--- config.mk ---
export PLATFORM = sky130hd
export DESIGN_NAME = alu_seq_ctrl
export DESIGN_NICKNAME = d
export VERILOG_FILES = /design/src/rtl/alu_ctrl_pkg.sv /design/src/rtl/alu_seq_ctrl.sv
export SDC_FILE = /design/constraint.sdc
export NUM_CORES = 1
export LEC_CHECK = 0
export CORE_MARGIN = 5
export CORE_UTILIZATION = 39
export CTS_CLUSTER_SIZE = 40
export DETAILED_ROUTE_END_ITERATION = 12
export HOLD_SLACK_MARGIN = 0.15
export PLACE_DENSITY = 0.74
export RECOVER_POWER = 100
export SETUP_SLACK_MARGIN = 0.05
export SYNTH_ARGS = -nofsm -noshare
export SYNTH_HDL_FRONTEND = slang
export SYNTH_SLANG_ARGS = --single-unit
--- constraint.sdc ---
create_clock -name clk -period 1.6 [get_ports clk]
set_input_delay 0.32 -clock clk [delete_from_list [all_inputs] [get_ports clk]]
set_output_delay 0.32 -clock clk [all_outputs]
set_load 0.005 [all_outputs]
--- src/rtl/alu_ctrl_pkg.sv ---
// Shared definitions for the ALU command sequencer: op encodings, FSM states
// and default datapath widths.
package alu_ctrl_pkg;

  localparam int DATA_W_DEF = 5;
  localparam int RES_W_DEF  = 10;

  localparam logic [1:0] OP_ADD = 2'b00;
  localparam logic [1:0] OP_SUB = 2'b01;
  localparam logic [1:0] OP_MUL = 2'b10;
  localparam logic [1:0] OP_ILL = 2'b11;

  typedef enum logic [2:0] {
    ST_IDLE    = 3'd0,
    ST_LOAD_A  = 3'd1,
    ST_LOAD_B  = 3'd2,
    ST_EXEC    = 3'd3,
    ST_CAPTURE = 3'd4,
    ST_RESP    = 3'd5
  } state_t;

endpackage

--- src/rtl/alu_seq_ctrl.sv ---
// Command sequencer for the shared-bus ALU: serialises both operands, fires the
// execute strobe, captures the result and returns it on a valid/ready channel.
module alu_seq_ctrl
  import alu_ctrl_pkg::*;
#(
  parameter int DATA_W = DATA_W_DEF,
  parameter int RES_W  = RES_W_DEF,
  parameter int CNT_W  = 16
) (
  input  logic              clk,
  input  logic              rst_n,
  input  logic              cmd_valid,
  output logic              cmd_ready,
  input  logic [1:0]        cmd_op,
  input  logic [DATA_W-1:0] cmd_a,
  input  logic [DATA_W-1:0] cmd_b,
  output logic              rsp_valid,
  input  logic              rsp_ready,
  output logic [RES_W-1:0]  rsp_result,
  output logic              rsp_err,
  output logic              alu_load_a,
  output logic              alu_load_b,
  output logic [DATA_W-1:0] alu_data_in,
  output logic [1:0]        alu_op_sel,
  output logic              alu_enable_out,
  input  logic [RES_W-1:0]  alu_result,
  output logic [CNT_W-1:0]  op_count
);

  state_t            state;
  state_t            state_nxt;
  logic              run;
  logic [1:0]        op_q;
  logic [DATA_W-1:0] a_q;
  logic [DATA_W-1:0] b_q;
  logic              cmd_fire;
  logic              rsp_fire;

  // run keeps cmd_ready low until the first edge after reset release
  assign cmd_ready = run && (state == ST_IDLE);
  assign rsp_valid = (state == ST_RESP);
  assign cmd_fire  = cmd_valid && cmd_ready;
  assign rsp_fire  = rsp_valid && rsp_ready;

  assign alu_load_a     = (state == ST_LOAD_A);
  assign alu_load_b     = (state == ST_LOAD_B);
  assign alu_enable_out = (state == ST_EXEC);
  assign alu_op_sel     = op_q;
  assign alu_data_in    = (state == ST_LOAD_A) ? a_q :
                          (state == ST_LOAD_B) ? b_q : '0;

  always_comb begin
    state_nxt = state;
    case (state)
      ST_IDLE:    if (cmd_fire) state_nxt = (cmd_op == OP_ILL) ? ST_RESP : ST_LOAD_A;
      ST_LOAD_A:  state_nxt = ST_LOAD_B;
      ST_LOAD_B:  state_nxt = ST_EXEC;
      ST_EXEC:    state_nxt = ST_CAPTURE;
      ST_CAPTURE: state_nxt = ST_RESP;
      ST_RESP:    if (rsp_fire) state_nxt = ST_IDLE;
      default:    state_nxt = ST_IDLE;
    endcase
  end

  always_ff @(posedge clk or negedge rst_n) begin
    if (!rst_n) begin
      state      <= ST_IDLE;
      run        <= 1'b0;
      op_q       <= OP_ADD;
      rsp_result <= '0;
      rsp_err    <= 1'b0;
      op_count   <= '0;
    end else begin
      state <= state_nxt;
      run   <= 1'b1;
      if (cmd_fire) begin
        op_q <= cmd_op;
        if (cmd_op == OP_ILL) begin
          rsp_result <= '0;
          rsp_err    <= 1'b1;
        end
      end
      // ALU op_sel is still held here, so the combinational upper bits are valid
      if (state == ST_CAPTURE) begin
        rsp_result <= alu_result;
        rsp_err    <= 1'b0;
      end
      if (rsp_fire) op_count <= op_count + CNT_W'(1);
    end
  end

  // Operand latches need no reset: they are always written before use
  always_ff @(posedge clk) begin
    if (cmd_fire) begin
      a_q <= cmd_a;
      b_q <= cmd_b;
    end
  end

endmodule

-- Word-level counts from Yosys, hierarchy flattened
Cells that the tools add are included.
- flip-flop bits (word level): 43
- output and inout port bits: 39
- add/subtract/negate cells: 1
- eq/ne operators: 8
- mux-type cells: 12
- reduce and logical (&&, ||, !) cells: 8
- operator list (cell ; number):
    $mux W10 ; 3
    $pmux W3 S6 ; 1
    $add A16 B1 Y16 const B ; 1
    $mux W5 ; 2
    $mux W3 ; 3
    $eq A3 B2 Y1 const B ; 2
    $eq A3 B3 Y1 const B ; 2
    $reduce_and A2 Y1 ; 2
    $reduce_bool A2 Y1 ; 2
    $eq A3 B1 Y1 const B ; 1
    $logic_and A1 B1 Y1 ; 3
    $logic_not A3 Y1 ; 1
    $mux W1 ; 3
    $eq A2 B2 Y1 const B ; 1
    $ne A2 B1 Y1 const B ; 1
    $ne A2 B2 Y1 const B ; 1

-- Depth between registers and ports, before layout
Gate-level depths: netlist (run 1).
- depth in word-level cells: 5
- mapped depth: 7

-- Least setup slack after synthesis (run 1)
OpenSTA, ideal clock, no wires.
- path type: reg-to-reg
- from: register state[0]
- to: register rsp_result[0]
- library setup time: 0.121 ns
- arrival time: 1.493 ns
- required time: 1.479 ns
- setup slack: -0.014 ns
- cell stages (with the launch flop): 8
- clock period less this slack: 1.614 ns
- cells stage by stage: dfrtp_1 buf_6 nor4b_4 nand2_2 clkinv_2 a31oi_1 buf_6 a22o_1
- cells in the longest elaborated chain, start to end: 5
- elaborated cells between the ends (all ways): 8
- those cells by class: eq/ne: 1; mux: 1; reduce/logical: 6
- RTL lines (item ; RTL line ; RTL):
    start: declaration ; alu_seq_ctrl.sv:30 ; state_t state;
    start signal: assignment ; alu_seq_ctrl.sv:74 ; state <= state_nxt;
    $logic_not A3 Y1 ; alu_seq_ctrl.sv:40 ; assign cmd_ready = run && (state == ST_IDLE);
    $logic_and A1 B1 Y1 ; alu_seq_ctrl.sv:40 ;
    via cmd_ready ; alu_seq_ctrl.sv:13 ; output logic cmd_ready,
    $logic_and A1 B1 Y1 ; alu_seq_ctrl.sv:42 ; assign cmd_fire = cmd_valid && cmd_ready;
    via cmd_fire ; alu_seq_ctrl.sv:36 ; logic cmd_fire;
    $reduce_bool A2 Y1 (no line) ; n/a ;
    $reduce_and A2 Y1 (no line) ; n/a ;
    end signal: assignment ; alu_seq_ctrl.sv:85 ; rsp_result <= alu_result;
    end: declaration ; alu_seq_ctrl.sv:19 ; output logic [RES_W-1:0] rsp_result,
The timed path passes the listed nets, and every way through them passes these cells.
A chain may end at the register's enable or synchronous reset.

-- Worst setup path after layout (run 1)
- from: register state[1]
- to: output port alu_data_in[4]
- cells in the longest elaborated chain, start to end: 3
- elaborated cells between the ends (all ways): 4
- those cells by class: eq/ne: 2; mux: 2
- RTL lines (item ; RTL line ; RTL):
    $eq A3 B2 Y1 ; alu_seq_ctrl.sv:50 ; (state == ST_LOAD_B) ? b_q : '0;
    $mux W5 ; alu_seq_ctrl.sv:50 ;
    $mux W5 * ; alu_seq_ctrl.sv:49 ; assign alu_data_in = (state == ST_LOAD_A) ? a_q :
    end: declaration ; alu_seq_ctrl.sv:23 ; output logic [DATA_W-1:0] alu_data_in,
Every way passes the cells marked *; elsewhere a longest branch is shown, timed or not.

==> results.json, run 1 <==
{
  "worstMarginPinSlew_ns": 0.8013,
  "cts_htree_levels": 2,
  "die_height_um": 77.50,
  "synth_compound_area_frac": 0.09155,
  "setup_viol": 34,
  "critPathTopFamily": "flip-flops",
  "maxSlewHeadroom": 0.4658,
  "final.fill_count": 295,
  "seq_area_frac_synth": 0.6338,
  "hold_violations": 0,
  "slew_viol_final": 0,
  "critPathKind": "flip-flop to output port",
  "core_area_mm2": 0.004384,
  "die_area_mm2": 0.006005,
  "period_minus_slack_ns": 1.803,
  "timing.final.ws_setup_ns": -0.2033,
  "syn_area_per_cell_um2": 14.21,
  "initial_core_util": 0.4053,
  "reg2reg_from": "state[2]$_DFFE_PN0P_",
  "hold_buffers": 0,
  "remaining_drc_errors": 0,
  "cts_root_buf": "clkbuf_8",
  "antenna_cells": 0,
  "register_area_mm2": 0.001130,
  "p_per_area_mw_per_mm2": 1453,
  "grt_pass1_vias": 1506,
  "path_cells": "nor3b_4, buf_6, a22o_1, buf_2",
  "final_nets": 264,
  "drt_iter0_drc": 44,
  "synth_top_family_by_area": "simple AND/OR/NAND/NOR gates",
  "r2r_cells": 8,
  "worstSetupStartpoint": "state[1]$_DFFE_PN0P_",
  "synth_edf_count": 10,
  "rr_endpoint": "rsp_result[5]$_DFFE_PN0P_",
  "violations": "setup timing",
  "drive_above_1_share": 0.3529,
  "die_w_um": 77.50,
  "antenna_found_initial": 0,
  "multi_input_area_um2": 689.4,
  "totalWireLength_um": 4657,
  "reg2reg_slack_ns": -0.13,
  "overflow": 0,
  "fmax_mhz": 554.5,
  "clk_pin_slew_worst_paths_ns": 0.08,
  "postSynthCellCount": 125,
  "grt_max_degree": 34,
  "placed_cell_area_mm2": 0.002616,
  "cp-end-kind": "output port",
  "synth_nets": 152,
  "ant_nets": 0,
  "drt_pre_antenna_iters": 4,
  "place.port_buffers": 64,
  "crit_fanout": 5,
  "yosysWarnings": 0,
  "grt_setup_unrepaired": "yes",
  "dp_hpwl_um": 2985,
  "worstSetupEndpoint": "alu_data_in[4]",
  "synth.area.mux_share": 0.01268,
  "status": "complete, but fails checks",
  "yosysUniqueCellTypes": 33,
  "hold_class": "flip-flop to flip-flop",
  "synthAdderAreaFrac": 0.007042,
  "cts_tree": "done",
  "grt_pass1_wl_um": 7286,
  "cts.path.max_buffers": 2,
  "gp_congestion": 0.7259,
  "cp_num_buf_inv": 2,
  "final_area_mm2": 0.003028,
  "clock_sink_count": 43,
  "vias": 1449,
  "cts_buffers": 5,
  "wire_per_inst_um": 16.06,
  "leakagePower_nw": 1.373,
  "syn2layout_area_growth_pct": 70.42,
  "via_per_inst": 4.997,
  "rows": 24,
  "yosys.area_share.simple": 0.1535,
  "fin_crit_sh": 1.127,
  "crit_path_top_delay_cell": "dfrtp_2",
  "ys_async_sr_fraction": 0.7674,
  "startpoint_type": "flip-flop",
  "syn_area_mm2": 0.001777,
  "cp.arrival_ns": 1.48,
  "grt_usage": 0.1510,
  "crit_cells": 4,
  "cp_slowest_stage_delay_ns": 0.45,
  "ys_ff_latch": 43,
  "synth_ff_type": "dfrtp_1",
  "skew_ns": 0.006639,
  "post-place-ws_ns": -0.2046,
  "synthXorXnorAreaFrac": 0.07394,
  "clk_latency_ns": 0.29,
  "ir_worst_vdd_mv": 0.8003,
  "maxCapViolations": 0,
  "ios": 65,
  "required_ns": 1.28
}
==> state kept, by name, summed over array words and instances, names as in the netlist <==
name        flops
b_q             5
run             1
alu_op_sel      2
a_q             5
rsp_result     10
op_count       16
state           3
rsp_err         1
==> metrics by stage <==
stage,total power [mW],setup TNS [ns],util,hold WS (ns),cells
floorplan,2.242,0,-,0.02441,125
global placement,3.135,-2.788,0.5967,0.4617,255
detailed placement,3.172,-4.112,0.5967,0.4815,255
CTS,4.329,-3.828,0.6675,0.4367,282
global route,4.624,-5.875,0.6906,0.5043,290
finish,4.399,-3.046,0.6906,0.4866,290
==> final cells by class <==
| cell class | count | share of cell area |
|---|---|---|
| clock buffer | 7 | 0.03223 |
| clock inverter | 1 | 0.009917 |
| inverter | 1 | 0.005372 |
| multi-input combinational | 77 | 0.2277 |
| sequential | 43 | 0.3731 |
| tap | 52 | 0.02149 |
| timing repair buffer | 109 | 0.3302 |
==> power breakdown <==
part	total (mW)	switching, mW	internal, mW	leakage, nW
sequential	1.57	0.181	1.38	0.520
clock	0.933	0.371	0.561	0.0636
combinational	1.90	0.714	1.19	0.789
total	4.40	1.27	3.13	1.37
==> Yosys cell counts (2+ instances only) <==
master | n | area [um2]
nand4_1 | 4 | 25.02
mux2_2 | 2 | 22.52
nor2_1 | 2 | 7.510
buf_2 | 2 | 10.01
xnor2_1 | 13 | 113.9
dfrtp_1 | 33 | 825.8
xor2_1 | 2 | 17.52
nand2_1 | 10 | 37.54
and4_1 | 2 | 17.52
and3b_1 | 2 | 17.52
a22o_1 | 15 | 131.4
a31oi_1 | 2 | 12.51
nand3_1 | 5 | 25.02
edfxtp_1 | 10 | 300.3
buf_6 | 2 | 22.52
nor3b_2 | 2 | 25.02
==> worst min-delay path by stage <==
stage | from | end | cells after the start
6_report | op_count[15]$_DFFE_PN0P_ | op_count[15]$_DFFE_PN0P_ | 1
2_1_floorplan | rst_n | alu_op_sel[0]$_DFFE_PN0P_ | 0
3_5_place_dp | rsp_result[4]$_DFFE_PN0P_ | rsp_result[4]$_DFFE_PN0P_ | 1
5_1_grt | op_count[15]$_DFFE_PN0P_ | op_count[15]$_DFFE_PN0P_ | 1
4_1_cts | rst_n | rsp_result[3]$_DFFE_PN0P_ | 2
3_3_place_gp | op_count[15]$_DFFE_PN0P_ | op_count[15]$_DFFE_PN0P_ | 1
==> cells in the final DEF, fill, tap and decap left out, drive strengths merged, types with 2 or more instances in the layout <==
cell type,instances
and3b,2
xor2,2
nand2,11
clkdlybuf4s25,5
mux2,2
dlygate4sd3,11
nor3,3
edfxtp,10
a31oi,3
clkdlybuf4s50,38
clkbuf,8
nand3,5
xnor2,13
nor2,2
a22o,15
and4,2
nor3b,3
dfrtp,33
nand4,4
buf,54
==> timing repair <==
item	4_1_cts	5_1_grt
pin swaps	11	13
cloned	1	0
gates resized for setup	56	17
buffers inserted	19	9
setup endpoints to repair	53	51
==> cells by family (layout without fill, tap and decap cells) <==
group	Yosys count	in the layout
DFF	43	43
and+or+nand+nor	38	38
AOI/OAI and AO/OA	19	20
xor gates and xnor gates	15	15
buffers and inverters	6	118
muxes	2	2
adders and majority gates	1	1
other	1	1
==> metal layers <==
metal	part of all wire	routed length, um	up-vias	global-route usage
met1	0.41	1896	713	0.1873
li1	-	-	679	-
met4	0.014	64	0	0.04124
met2	0.51	2393	50	0.2492
met5	0	0	-	0
met3	0.065	303	7	0.05440
No activity file was read; power rests on OpenSTA's default activity.
==> run 2, diff against run 1 <==
--- a/config.mk
+++ b/config.mk
@@ -5,7 +5,7 @@
 export SDC_FILE = /design/constraint.sdc
 export NUM_CORES = 1
 export LEC_CHECK = 0
-export CORE_MARGIN = 5
+export CORE_MARGIN = 4
 export CORE_UTILIZATION = 39
 export CTS_CLUSTER_SIZE = 40
 export DETAILED_ROUTE_END_ITERATION = 12
==> run 2 against run 1 <==
Compared with the run above: the flow still finishes with violations (setup timing); first-iteration DRC count rose by 59%; sequential power hardly changed; global-route usage grew 1.7 points; worst hold slack gained 0.010 ns; non-clock buffer count grew 5; count of clock-buffer cells in the layout decreased by 1; clock skew is 0.0016 ns higher; critical path depth up 1; routed wire length fell by 3.5%; fmax increased by 0.16%; largest power group unchanged; highest routed layer unchanged.
==> results.json, run 2 (synthesized netlist as in run 1, its figures left out) <==
{
  "drt_iter0_drc": 70,
  "ir_worst_vdd_mv": 0.8331,
  "status": "complete, but fails checks",
  "clock_power_share": 0.164,
  "syn2layout_area_growth_pct": 68.45,
  "die_w_um": 75.50,
  "die_area_mm2": 0.005700,
  "final_cell_mix": "clkdlybuf4s50_1 (37), buf_4 (37), dfrtp_1 (32)",
  "cp_slowest_stage_delay_ns": 0.41,
  "regMostFlops": "op_count",
  "dpl.cell_count": 256,
  "final_area_mm2": 0.002993,
  "hold_violations": 0,
  "antenna_found_initial": 0,
  "place.port_buffers": 64,
  "p_sw_mw": 1.210,
  "cts_htree_levels": 2,
  "ant_nets": 0,
  "violations": "setup timing",
  "placed_cell_area_mm2": 0.002624,
  "hold_buffers": 0,
  "core_area_mm2": 0.004384,
  "remaining_drc_errors": 0,
  "intPower_mw": 2.882,
  "worstMarginPinSlew_ns": 0.7960,
  "cp_num_buf_inv": 3,
  "clk_pin_slew_worst_paths_ns": 0.08,
  "drt_pre_antenna_iters": 4,
  "grt_pass1_wl_um": 7051,
  "largest_reg_flops": 16,
  "setup_viol": 43,
  "maxSlewHeadroom": 0.4693,
  "initial_core_util": 0.4053,
  "required_ns": 1.28,
  "seq_power_share": 0.376,
  "period_minus_slack_ns": 1.800,
  "rows": 24,
  "dp_hpwl_um": 2900,
  "crit_path_top_delay_cell": "dfrtp_1",
  "switching_share": 0.2957,
  "p_per_area_mw_per_mm2": 1367,
  "gp_congestion": 0.7233,
  "via_per_inst": 4.847,
  "clk_latency_ns": 0.29,
  "startpoint_type": "flip-flop",
  "cp.arrival_ns": 1.48,
  "maxCapViolations": 0,
  "die_height_um": 75.50,
  "overflow": 0,
  "cts_tree": "done",
  "fmax_mhz": 555.4,
  "vias": 1430,
  "final_core_util": 0.6826,
  "grt_pass1_vias": 1509,
  "hold_class": "flip-flop to flip-flop",
  "skew_ns": 0.008193,
  "cts_root_buf": "clkbuf_8",
  "clock_sink_count": 43,
  "fin_cells": 295,
  "path_cells": "nor3b_2, buf_4, buf_6, a22o_1, buf_2",
  "cp-end-kind": "output port",
  "p_comb_frac": 0.459,
  "totalWireLength_um": 4496,
  "ios": 65,
  "critPathKind": "flip-flop to output port",
  "crit_fanout": 4,
  "leakagePower_nw": 1.380,
  "timing.final.ws_setup_ns": -0.2004,
  "cts_buffers": 5,
  "cts.path.max_buffers": 2,
  "wire_per_inst_um": 15.24,
  "grt_max_degree": 34,
  "grt_usage": 0.1677,
  "antenna_cells": 0,
  "fin_crit_sh": 1.125,
  "grt_setup_unrepaired": "yes",
  "top_regs": "op_count x16, rsp_result x10",
  "slew_viol_final": 0,
  "final_nets": 269,
  "drive_above_1_share": 0.3539,
  "critPathTopFamily": "flip-flops"
}
[run 2: changes by cell type in the layout (fill, tap and decap cells not counted), moves of 2 or more]
cell     before  now
buf_4        31   37
buf_6        13   11
dfrtp_1      30   32
dfrtp_2       3    1
[run 2: power groups by stage]
stage | Combinational [mW] | Clock, mW | Sequential [mW]
floorplan | 0.704 | 0 | 1.54
global placement | 1.56 | 0 | 1.56
detailed placement | 1.59 | 0 | 1.58
CTS | 1.88 | 0.690 | 1.54
global route | 2.04 | 0.736 | 1.57
finish | 1.88 | 0.672 | 1.54
[run 2: timing repair]
action / in CTS / in global routing
setup endpoints to repair: 47 / 51
pin swaps: 14 / 6
gates cloned: 1 / 0
resized for setup: 55 / 12
setup buffers: 21 / 9
[run 2: path summary, 6_finish.rpt]
check,from,depth (start not counted),endpoint,slack [ns]
min reg2reg,rsp_result[5]$_DFFE_PN0P_,1,rsp_result[5]$_DFFE_PN0P_,0.50
max reg2reg,state[1]$_DFFE_PN0P_,8,rsp_result[8]$_DFFE_PN0P_,-0.14
min,rsp_result[5]$_DFFE_PN0P_,1,rsp_result[5]$_DFFE_PN0P_,0.50
min in group asynchronous,rst_n,2,op_count[7]$_DFFE_PN0P_,0.64
max,state[1]$_DFFE_PN0P_,5,alu_data_in[1],-0.20
max in group asynchronous,rst_n,2,state[2]$_DFFE_PN0P_,0.41
[run 2: metrics by stage]
step	hold slack [ns]	setup WS (ns)	total power, mW	setup TNS [ns]
global route	0.5215	-0.2680	4.344	-7.784
global placement	0.4609	-0.1525	3.128	-2.599
finish	0.4968	-0.2004	4.092	-4.256
detailed placement	0.4712	-0.1846	3.172	-3.227
CTS	0.4324	-0.1819	4.105	-4.029
floorplan	0.02441	0.03517	2.242	0
[run 2: area by class of cell]
| cell class | instances | area, um2 |
|---|---|---|
| fill | 307 | 1391 |
| sequential | 43 | 1127 |
| timing repair buffer | 114 | 1032 |
| multi-input combinational | 77 | 668.1 |
| clock buffer | 6 | 72.57 |
| tap | 52 | 65.06 |
| inverter | 1 | 16.27 |
| clock inverter | 2 | 11.26 |
[run 2: routing by layer]
metal | GRT usage | wire [um]
met1 | 0.2092 | 1851
met3 | 0.06728 | 330
met4 | 0.05437 | 48
met2 | 0.2675 | 2266
met5 | 0 | 0
==> run 3, diff against run 2 <==
--- a/config.mk
+++ b/config.mk
@@ -9,6 +9,7 @@
 export CORE_UTILIZATION = 39
 export CTS_CLUSTER_SIZE = 40
 export DETAILED_ROUTE_END_ITERATION = 12
+export GPL_ROUTABILITY_DRIVEN = 0
 export HOLD_SLACK_MARGIN = 0.15
 export PLACE_DENSITY = 0.74
 export RECOVER_POWER = 100
==> results of run 3 <==
The final DEF is identical to that of run 2; final timing and power are the same.
